`src/rtl/alu_muldiv_unit.sv`:
```
// RV32M multiply/divide unit beside the EX-stage ALU, one result bit per cycle.
// Latency: result_valid XLEN+1 cycles after the accept cycle, or 1 cycle for div-by-zero/overflow.
// Backpressure: stall holds the pipeline while an M op is presented and no result is out; flush kills.
module alu_muldiv_unit #(
  parameter int XLEN = 32
) (
  input  logic            clk,
  input  logic            reset,
  input  logic            start_valid,
  input  logic [1:0]      ALUOp,
  input  logic [6:0]      Funct7,
  input  logic [2:0]      Funct3,
  input  logic [XLEN-1:0] srcA,
  input  logic [XLEN-1:0] srcB,
  input  logic            flush,
  output logic            is_muldiv,
  output logic            busy,
  output logic            stall,
  output logic            result_valid,
  output logic [XLEN-1:0] result
);

  localparam int              CW   = $clog2(XLEN);
  localparam logic [CW-1:0]   LAST = CW'(XLEN - 1);
  localparam logic [XLEN-1:0] SMIN = {1'b1, {(XLEN-1){1'b0}}};

  typedef enum logic [1:0] {IDLE, CALC, DONE} state_t;

  state_t          state, state_nx;
  logic            accept;

  // decode of the presented instruction
  logic            a_sgn, b_sgn, sa, sb, acc_neg, spec;
  logic [XLEN-1:0] mag_a, mag_b, spec_res;

  // latched operation
  logic [2:0]      op_q;
  logic            neg_q;
  logic [XLEN-1:0] opnd_q;   // multiplicand or divisor
  logic [XLEN-1:0] acc_hi;   // product high half or partial remainder
  logic [XLEN-1:0] acc_lo;   // multiplier/product low half or dividend/quotient
  logic [CW-1:0]   cnt;

  // one iteration step
  logic [XLEN:0]   mul_sum;
  logic [XLEN:0]   div_part;
  logic [XLEN:0]   div_diff;
  logic            div_brw, div_ok;
  logic [XLEN-1:0] hi_nx, lo_nx;

  // final result formatting
  logic [2*XLEN-1:0] prod, prod_s;
  logic [XLEN-1:0]   div_raw, div_res, fin_res;

  assign is_muldiv = (ALUOp == 2'b10) && (Funct7 == 7'b0000001);
  assign busy      = (state != IDLE);
  assign stall     = start_valid && is_muldiv && !result_valid;

  // operand signedness, magnitudes and the cases answered without iterating
  always_comb begin
    a_sgn    = 1'b0;
    b_sgn    = 1'b0;
    spec     = 1'b0;
    spec_res = '0;
    case (Funct3)
      3'b000, 3'b001: begin a_sgn = 1'b1; b_sgn = 1'b1; end
      3'b010:         begin a_sgn = 1'b1; b_sgn = 1'b0; end
      3'b100, 3'b110: begin a_sgn = 1'b1; b_sgn = 1'b1; end
      default:        begin a_sgn = 1'b0; b_sgn = 1'b0; end
    endcase
    sa    = a_sgn & srcA[XLEN-1];
    sb    = b_sgn & srcB[XLEN-1];
    mag_a = sa ? -srcA : srcA;
    mag_b = sb ? -srcB : srcB;
    // remainder follows the dividend sign; product and quotient follow sign difference
    acc_neg = (Funct3[2] && Funct3[1]) ? sa : (sa ^ sb);
    if (Funct3[2]) begin
      if (srcB == '0) begin
        spec     = 1'b1;
        spec_res = Funct3[1] ? srcA : '1;
      end else if (!Funct3[0] && srcA == SMIN && srcB == '1) begin
        spec     = 1'b1;
        spec_res = Funct3[1] ? '0 : srcA;
      end
    end
  end

  // next state; flush beats any accept or progress
  always_comb begin
    state_nx = state;
    accept   = 1'b0;
    case (state)
      IDLE: if (start_valid && is_muldiv) begin
              accept   = 1'b1;
              state_nx = spec ? DONE : CALC;
            end
      CALC: if (cnt == LAST) state_nx = DONE;
      DONE: state_nx = IDLE;
      default: state_nx = IDLE;
    endcase
    if (flush) begin
      accept   = 1'b0;
      state_nx = IDLE;
    end
  end

  // state register
  always_ff @(posedge clk) begin
    if (reset) state <= IDLE;
    else       state <= state_nx;
  end

  // one shift-add or restoring-subtract step, plus sign fix-up of the last step's value
  always_comb begin
    mul_sum  = {1'b0, acc_hi} + (acc_lo[0] ? {1'b0, opnd_q} : '0);
    div_part = {acc_hi, acc_lo[XLEN-1]};
    {div_brw, div_diff} = {1'b0, div_part} - {2'b0, opnd_q};
    // bit XLEN of the difference can only be set together with a borrow
    div_ok   = !div_brw && !div_diff[XLEN];
    if (op_q[2]) begin
      hi_nx = div_ok ? div_diff[XLEN-1:0] : div_part[XLEN-1:0];
      lo_nx = {acc_lo[XLEN-2:0], div_ok};
    end else begin
      hi_nx = mul_sum[XLEN:1];
      lo_nx = {mul_sum[0], acc_lo[XLEN-1:1]};
    end
    prod    = {hi_nx, lo_nx};
    prod_s  = neg_q ? -prod : prod;
    div_raw = op_q[1] ? hi_nx : lo_nx;
    div_res = neg_q ? -div_raw : div_raw;
    if (op_q[2])              fin_res = div_res;
    else if (op_q[1:0] == 2'b00) fin_res = prod_s[XLEN-1:0];
    else                      fin_res = prod_s[2*XLEN-1:XLEN];
  end

  // datapath: load on accept, iterate in CALC, publish result on entry to DONE
  always_ff @(posedge clk) begin
    if (reset) begin
      result_valid <= 1'b0;
      result       <= '0;
      op_q         <= '0;
      neg_q        <= 1'b0;
      opnd_q       <= '0;
      acc_hi       <= '0;
      acc_lo       <= '0;
      cnt          <= '0;
    end else begin
      result_valid <= (state_nx == DONE);
      if (accept) begin
        op_q   <= Funct3;
        neg_q  <= acc_neg;
        cnt    <= '0;
        acc_hi <= '0;
        opnd_q <= Funct3[2] ? mag_b : mag_a;
        acc_lo <= Funct3[2] ? mag_a : mag_b;
        if (spec) result <= spec_res;
      end else if (state == CALC && !flush) begin
        acc_hi <= hi_nx;
        acc_lo <= lo_nx;
        cnt    <= cnt + 1'b1;
        if (cnt == LAST) result <= fin_res;
      end
    end
  end

endmodule
```
`config.mk`:
```
export PLATFORM = sky130hd
export DESIGN_NAME = alu_muldiv_unit
export DESIGN_NICKNAME = d
export VERILOG_FILES = /design/src/rtl/alu_muldiv_unit.sv
export SDC_FILE = /design/constraint.sdc
export NUM_CORES = 1
export LEC_CHECK = 0
export CAP_MARGIN = 30
export CORE_ASPECT_RATIO = 0.9
export CORE_MARGIN = 2
export CORE_UTILIZATION = 36
export CTS_CLUSTER_SIZE = 28
export DETAILED_ROUTE_END_ITERATION = 6
export SYNTH_ARGS = -nofsm -noshare
export SYNTH_HDL_FRONTEND = slang
export SYNTH_SLANG_ARGS = --single-unit
```
`constraint.sdc`:
```
create_clock -name clk -period 6.3 [get_ports clk]
set_input_delay 0.945 -clock clk [delete_from_list [all_inputs] [get_ports clk]]
set_output_delay 0.945 -clock clk [all_outputs]
set_load 0.02 [all_outputs]
```
# After elaboration in Yosys (flattened, before gate mapping)
# Index checks and enable logic that the tools add are counted.
# W data, S select, Z words.
[totals]
ff_bits = 140
latch_bits = 0
mem_bits_rw = 0
mem_bits_ro = 0
word_cells = 93
n_memories = 0
[classes]
addsub = 7
mul = 0
n_div = 0
order_cmp = 0
n_eq_ne = 12
shifts = 0
muxes = 38
n_bitwise = 3
n_reduce_logical = 24
[op_table]
columns = ["operator", "n"]
rows = [
  ["$mux W32", 23],
  ["$neg A32 Y32", 3],
  ["$eq A32 B32 Y1 const B", 2],
  ["$mux W64", 1],
  ["$neg A64 Y64", 1],
  ["$sub A33 B32 Y34", 1],
  ["$add A32 B32 Y33", 1],
  ["$logic_not A32 Y1", 1],
  ["$mux W1", 9],
  ["$logic_and A1 B1 Y1", 8],
  ["$mux W2", 4],
  ["$eq A7 B1 Y1 const B", 1],
  ["$eq A3 B3 Y1 const B", 2],
  ["$reduce_bool A2 Y1", 3],
  ["$add A5 B1 Y5 const B", 1],
  ["$eq A5 B5 Y1 const B", 1],
  ["$logic_not A1 Y1", 5],
  ["$reduce_or A5 Y1", 1],
  ["$eq A2 B2 Y1 const B", 2],
  ["$logic_not A2 Y1", 2],
  ["$pmux W2 S2", 1],
  ["$reduce_or A4 Y1", 1],
  ["$eq A3 B1 Y1 const B", 1],
  ["$eq A3 B2 Y1 const B", 1],
  ["7 further kinds", 8],
]

# Depth between registers and ports, before layout
[logic_depth]
depth_word = 12
mapped_depth = 24
depth_no_buf = 23

# Least setup slack after synthesis
# Ideal clock, no wire load.
[synth_timing]
path_type = "reg-to-reg"
from = "register acc_lo[31]"
to = "register result[14]"
setup_ns = 0.116
arrival_time_ns = 5.972
slack_ns = 0.212
path_stages_with_launch = 24
path_buffers = 1
path_cell_list = "dfxtp_1 inv_1 ha_1 inv_1 fa_1 a211oi_1 nor3_2 o2111ai_1 a21oi_1 o211ai_2 clkbuf_1 o21bai_1 inv_1 ha_1 inv_1 nor4_1 nand4_1 or3_1 nor3_1 nand4_1 or4_1 a21o_1 o21a_1 a31o_2"
[synth_between]
elab_chain_cells = 12
word_cells_on_any_way = 17
cone_classes = "add/sub: 3; mux: 11; reduce/logical: 3"
[synth_lines]
columns = ["element", "line", "rtl"]
rows = [
  ["from (decl)", "41", "logic [XLEN-1:0] acc_lo;"],
  ["from (signal assigned)", "155", "acc_lo <= Funct3[2] ? mag_a : mag_b;"],
  ["from (signal assigned)", "159", "acc_lo <= lo_nx;"],
  ["$sub A33 B32 Y34", "117", "{div_brw, div_diff} = {1'b0, div_part} - {2'b0, opnd_q};"],
  ["$logic_not A1 Y1", "119", "div_ok = !div_brw && !div_diff[XLEN];"],
  ["$logic_and A1 B1 Y1", "119", ""],
  ["$mux W32", "121", "hi_nx = div_ok ? div_diff[XLEN-1:0] : div_part[XLEN-1:0];"],
  ["$mux W32", "120", "if (op_q[2]) begin"],
  ["$neg A64 Y64 or $mux W32 (tied branches)", "128, 129", ""],
  ["$mux W64 or $neg A32 Y32 (tied branches)", "128, 130", ""],
  ["$mux W32 (on tied branches)", "132, 130", ""],
  ["$mux W32 *", "131", "if (op_q[2]) fin_res = div_res;"],
  ["$mux W32 *", "161", "if (cnt == LAST) result <= fin_res;"],
  ["$mux W32 *", "157", "end else if (state == CALC && !flush) begin"],
  ["$mux W32 *", "149", "if (accept) begin"],
  ["to (signal assigned)", "156", "if (spec) result <= spec_res;"],
  ["to (signal assigned)", "161", ""],
  ["to (decl)", "20", "output logic [XLEN-1:0] result"],
]
# Mark *: on every way between the ends. The rest lies on a longest branch, timed or not. The select of a mux whose other input is x is not followed.
# A chain may end at the register's enable or synchronous reset.

# Worst setup path after layout
# Same ends and word-level chain as after synthesis.

==> metrics.csv <==
metric,value,unit
kind of critical path,flip-flop to flip-flop,
Final setup viols,0,
Hold Path Class,flip-flop to flip-flop,
worst slew pin tran,1320,ps
IO Count,116,
register area share after synthesis,16.5,%
Util after Layout,42.5,%
hpwl dp,68700,um
P_leak,7.63,nW
critical path endpoint,result[14],
Post-DP Area,0.0191,sq mm
CP max stage cell,or4_1,
CTS tree,built,
worst r2r src,acc_lo[31],
initial antenna violation count,8,
Worst IR Drop VDD,0.000173,V
Worst Skew,14.4,ps
Yosys top cell area share,16.5,%
crit path buf inv count,7,
P per Cell Area,117,mW/mm^2
Tcrit/Tclk final,95.2,%
crit-path max cell delay,430,ps
CTS Buf Count,17,
dominant cells by area after synthesis,"dfxtp_1 16%, a21oi_1 7.2%, nand2_1 6.7%",
Unique masters post-synth,91,
CP arrival,6390,ps
synth warn,0,
Routed wire per std cell,26.8,um
DRC Markers,0,
Synth area leader,dfxtp_1,
Die X,233,um
Max Cap Violations,0,
final hold vios,0,
Placer Congestion,1.03,
Worst R2R End,result[14],
Initial Util,36.5,%
clock transition at the registers of the reported paths,70,ps
Post-synth EDFFs,0,
die height,210,um
H-tree levels,4,
Worst Path Required,6700,ps
Synth Net Count,2665,
critical path's most frequent cell,inv_1,
"setup slack, reg-to-reg",310,ps
largest net degree at the start of global routing,75,
Total Wirelength,86300,um
DRT iter0 DRCs,2487,
gr usage total,34.6,%
CP startpoint,acc_lo[31],
synth-to-layout area growth,16.4,%
CP Launch Type,flip-flop,
Yosys reg bits,140,
fin area,0.0198,sq mm
relative slew slack,11.6,%
clock sinks,140,
Reg2Reg Depth,25,
number of buffers added for setup after CTS,0,
CP Max Fanout,9,
Core Region,0.0466,sq mm
TritonRoute pass-1 iters,6,
synthesized area per cell,6.77,sq um
via count,20700,
buffers added on ports,115,
fmax,0.167,GHz
Vias/cell,6.45,
first-pass GRT wire length,125000,um
Post-synth ARST share,0,%
Site Rows,75,
die area,0.0490,sq mm
layout cell share with drive strength beyond 1,8.81,%
grt ovf,0,
Final min period,5990,ps
synthesized area,0.0170,sq mm
Worst-Skew Late Latency,500,ps
Clk Tree Root Cell,clkbuf_16,
status,finished clean,
"Largest delay share family, worst path",compound AO/OA/AOI/OAI gates,
CTS max path bufs,2,
CP Capture Type,flip-flop,
critical path depth in cells,25,
Mapped Cells,2512,
Slew Limit Fails,0,
DRT antenna net count,0,
number of global-route vias before repair,19200,
post-layout net count,2739,
ys flop type,dfxtp_1,
==> report_power, final <==
group	switching [W]	internal [W]	total, W	leakage, nW
clock	0.000460	0.000692	0.00115	0.303
sequential	0.000000480	0.000885	0.000885	1.13
combinational	0.000170	0.000104	0.000274	6.20
total	0.000630	0.00168	0.00231	7.63
==> logic make-up after synthesis <==
logic type | after synthesis | synth area share [%]
multiplexers | 65 | 4.08
AO/OA/AOI/OAI | 863 | 33.4
buffers and inverters | 248 | 5.62
flip-flops | 140 | 16.5
adder cells (fa/ha/maj) | 73 | 5.46
AND/OR/NAND/NOR | 968 | 26.9
XOR/XNOR | 155 | 7.98
==> state kept, by name, summed over array words and instances, names as in the netlist <==
register      flops
opnd_q           32
neg_q             1
acc_lo           32
state             2
acc_hi           32
op_q              3
cnt               5
result           32
result_valid      1
==> layer usage <==
layer / GRT usage, % / share of wire, % / wire, um / vias up
li1: - / - / - / 9454
met1: 45.0 / 41 / 35300 / 9892
met2: 52.9 / 43 / 37400 / 1167
met3: 9.21 / 10 / 9040 / 222
met4: 16.8 / 5.2 / 4460 / 10
met5: 0 / 0.075 / 65 / -
==> worst reg2reg max path, cell delays in order (launching register included) <==
cell and delay, ps:
dfxtp_1 350, inv_1 140, ha_1 210, inv_1 70
fa_1 410, a211oi_1 270, buf_4 170, nor3_2 60
o2111ai_2 290, a21oi_1 180, o211ai_4 370, o21bai_1 240
inv_1 120, ha_1 230, inv_1 90, nor4_2 390
buf_4 200, nand4_1 80, or3_1 390, nor3_1 240
nand4_1 140, buf_4 220, or4_1 440, a21o_1 200
o21a_1 180, a31o_2 210
==> Yosys cell counts (all sizes together), types with 18 or more instances <==
cell and count:
nand2 302, nor2 259, a21oi 246, o21ai 159, dfxtp 140, clkbuf 134, xnor2 99, o211ai 91
nor3 89, inv 75, ha 71, xor2 56, a211oi 55, nand3 55, and2 54, o31ai 51
nand4 40, mux2i 39, buf 38, a31oi 31, nor4 30, a21o 28, or3 26, mux2 25
nand2b 24, o21a 21, a221oi 18
==> worst min path at each step <==
stage / start / endpoint / slack [ps] / cells past startpoint
4_1_cts: cnt[4] / cnt[4] / 460 / 2
2_1_floorplan: opnd_q[13] / opnd_q[13] / 440 / 2
3_3_place_gp: cnt[4] / cnt[4] / 450 / 2
5_1_grt: opnd_q[21] / opnd_q[21] / 490 / 2
3_5_place_dp: cnt[4] / cnt[4] / 450 / 2
6_report: cnt[4] / cnt[4] / 460 / 2
==> cell type report <==
class	instances	area, sq um
timing repair buffer	227	1990
antenna	1	2.50
clock inverter	10	161
fill	4990	26800
sequential	140	2810
tap	616	771
clock buffer	22	474
multi-input combinational	2124	13300
inverter	76	285
==> what timing repair did <==
item / in CTS / in global routing
gates resized for setup: 0 / 5
hold endpoints to repair: 0 / 0
setup endpoints to repair: 0 / 14
hold buffers: 0 / 0
==> placed cells by master, fill, tap and decap left out, drive strengths merged, types with 9 or more instances in the layout <==
cell           count
a211o              9
a211oi            55
a21o              28
a21oi            246
a221oi            18
a311oi            13
a31o              12
a31oi             31
and2              54
and3              16
buf              114
clkbuf            22
clkdlybuf4s50    113
dfxtp            140
ha                71
inv               76
mux2              25
mux2i             39
nand2            302
nand2b            24
nand3             55
nand4             40
nor2             259
nor2b             12
nor3              89
nor3b              9
nor4              30
o211ai            91
o21a              21
o21ai            159
o21bai            12
o311ai            10
o31a              12
o31ai             51
o41ai             14
or2               17
or3               26
or4                9
xnor2             99
xor2              56
==> through the flow <==
| stage | instances | hold slack [ps] | worst slack [ps] | setup TNS [ps] | power [W] |
|---|---|---|---|---|---|
| after global placement | 3182 | 449 | 268 | 0 | 0.00117 |
| after detailed placement | 3183 | 454 | 200 | 0 | 0.00117 |
| final | 3216 | 460 | 305 | 0 | 0.00231 |
| after global routing | 3215 | 494 | -55.2 | -134 | 0.00238 |
| after floorplan | 2512 | 440 | 212 | 0 | 0.00104 |
| after CTS | 3215 | 462 | 155 | 0 | 0.00232 |
Power figures use the tool's default switching activity.
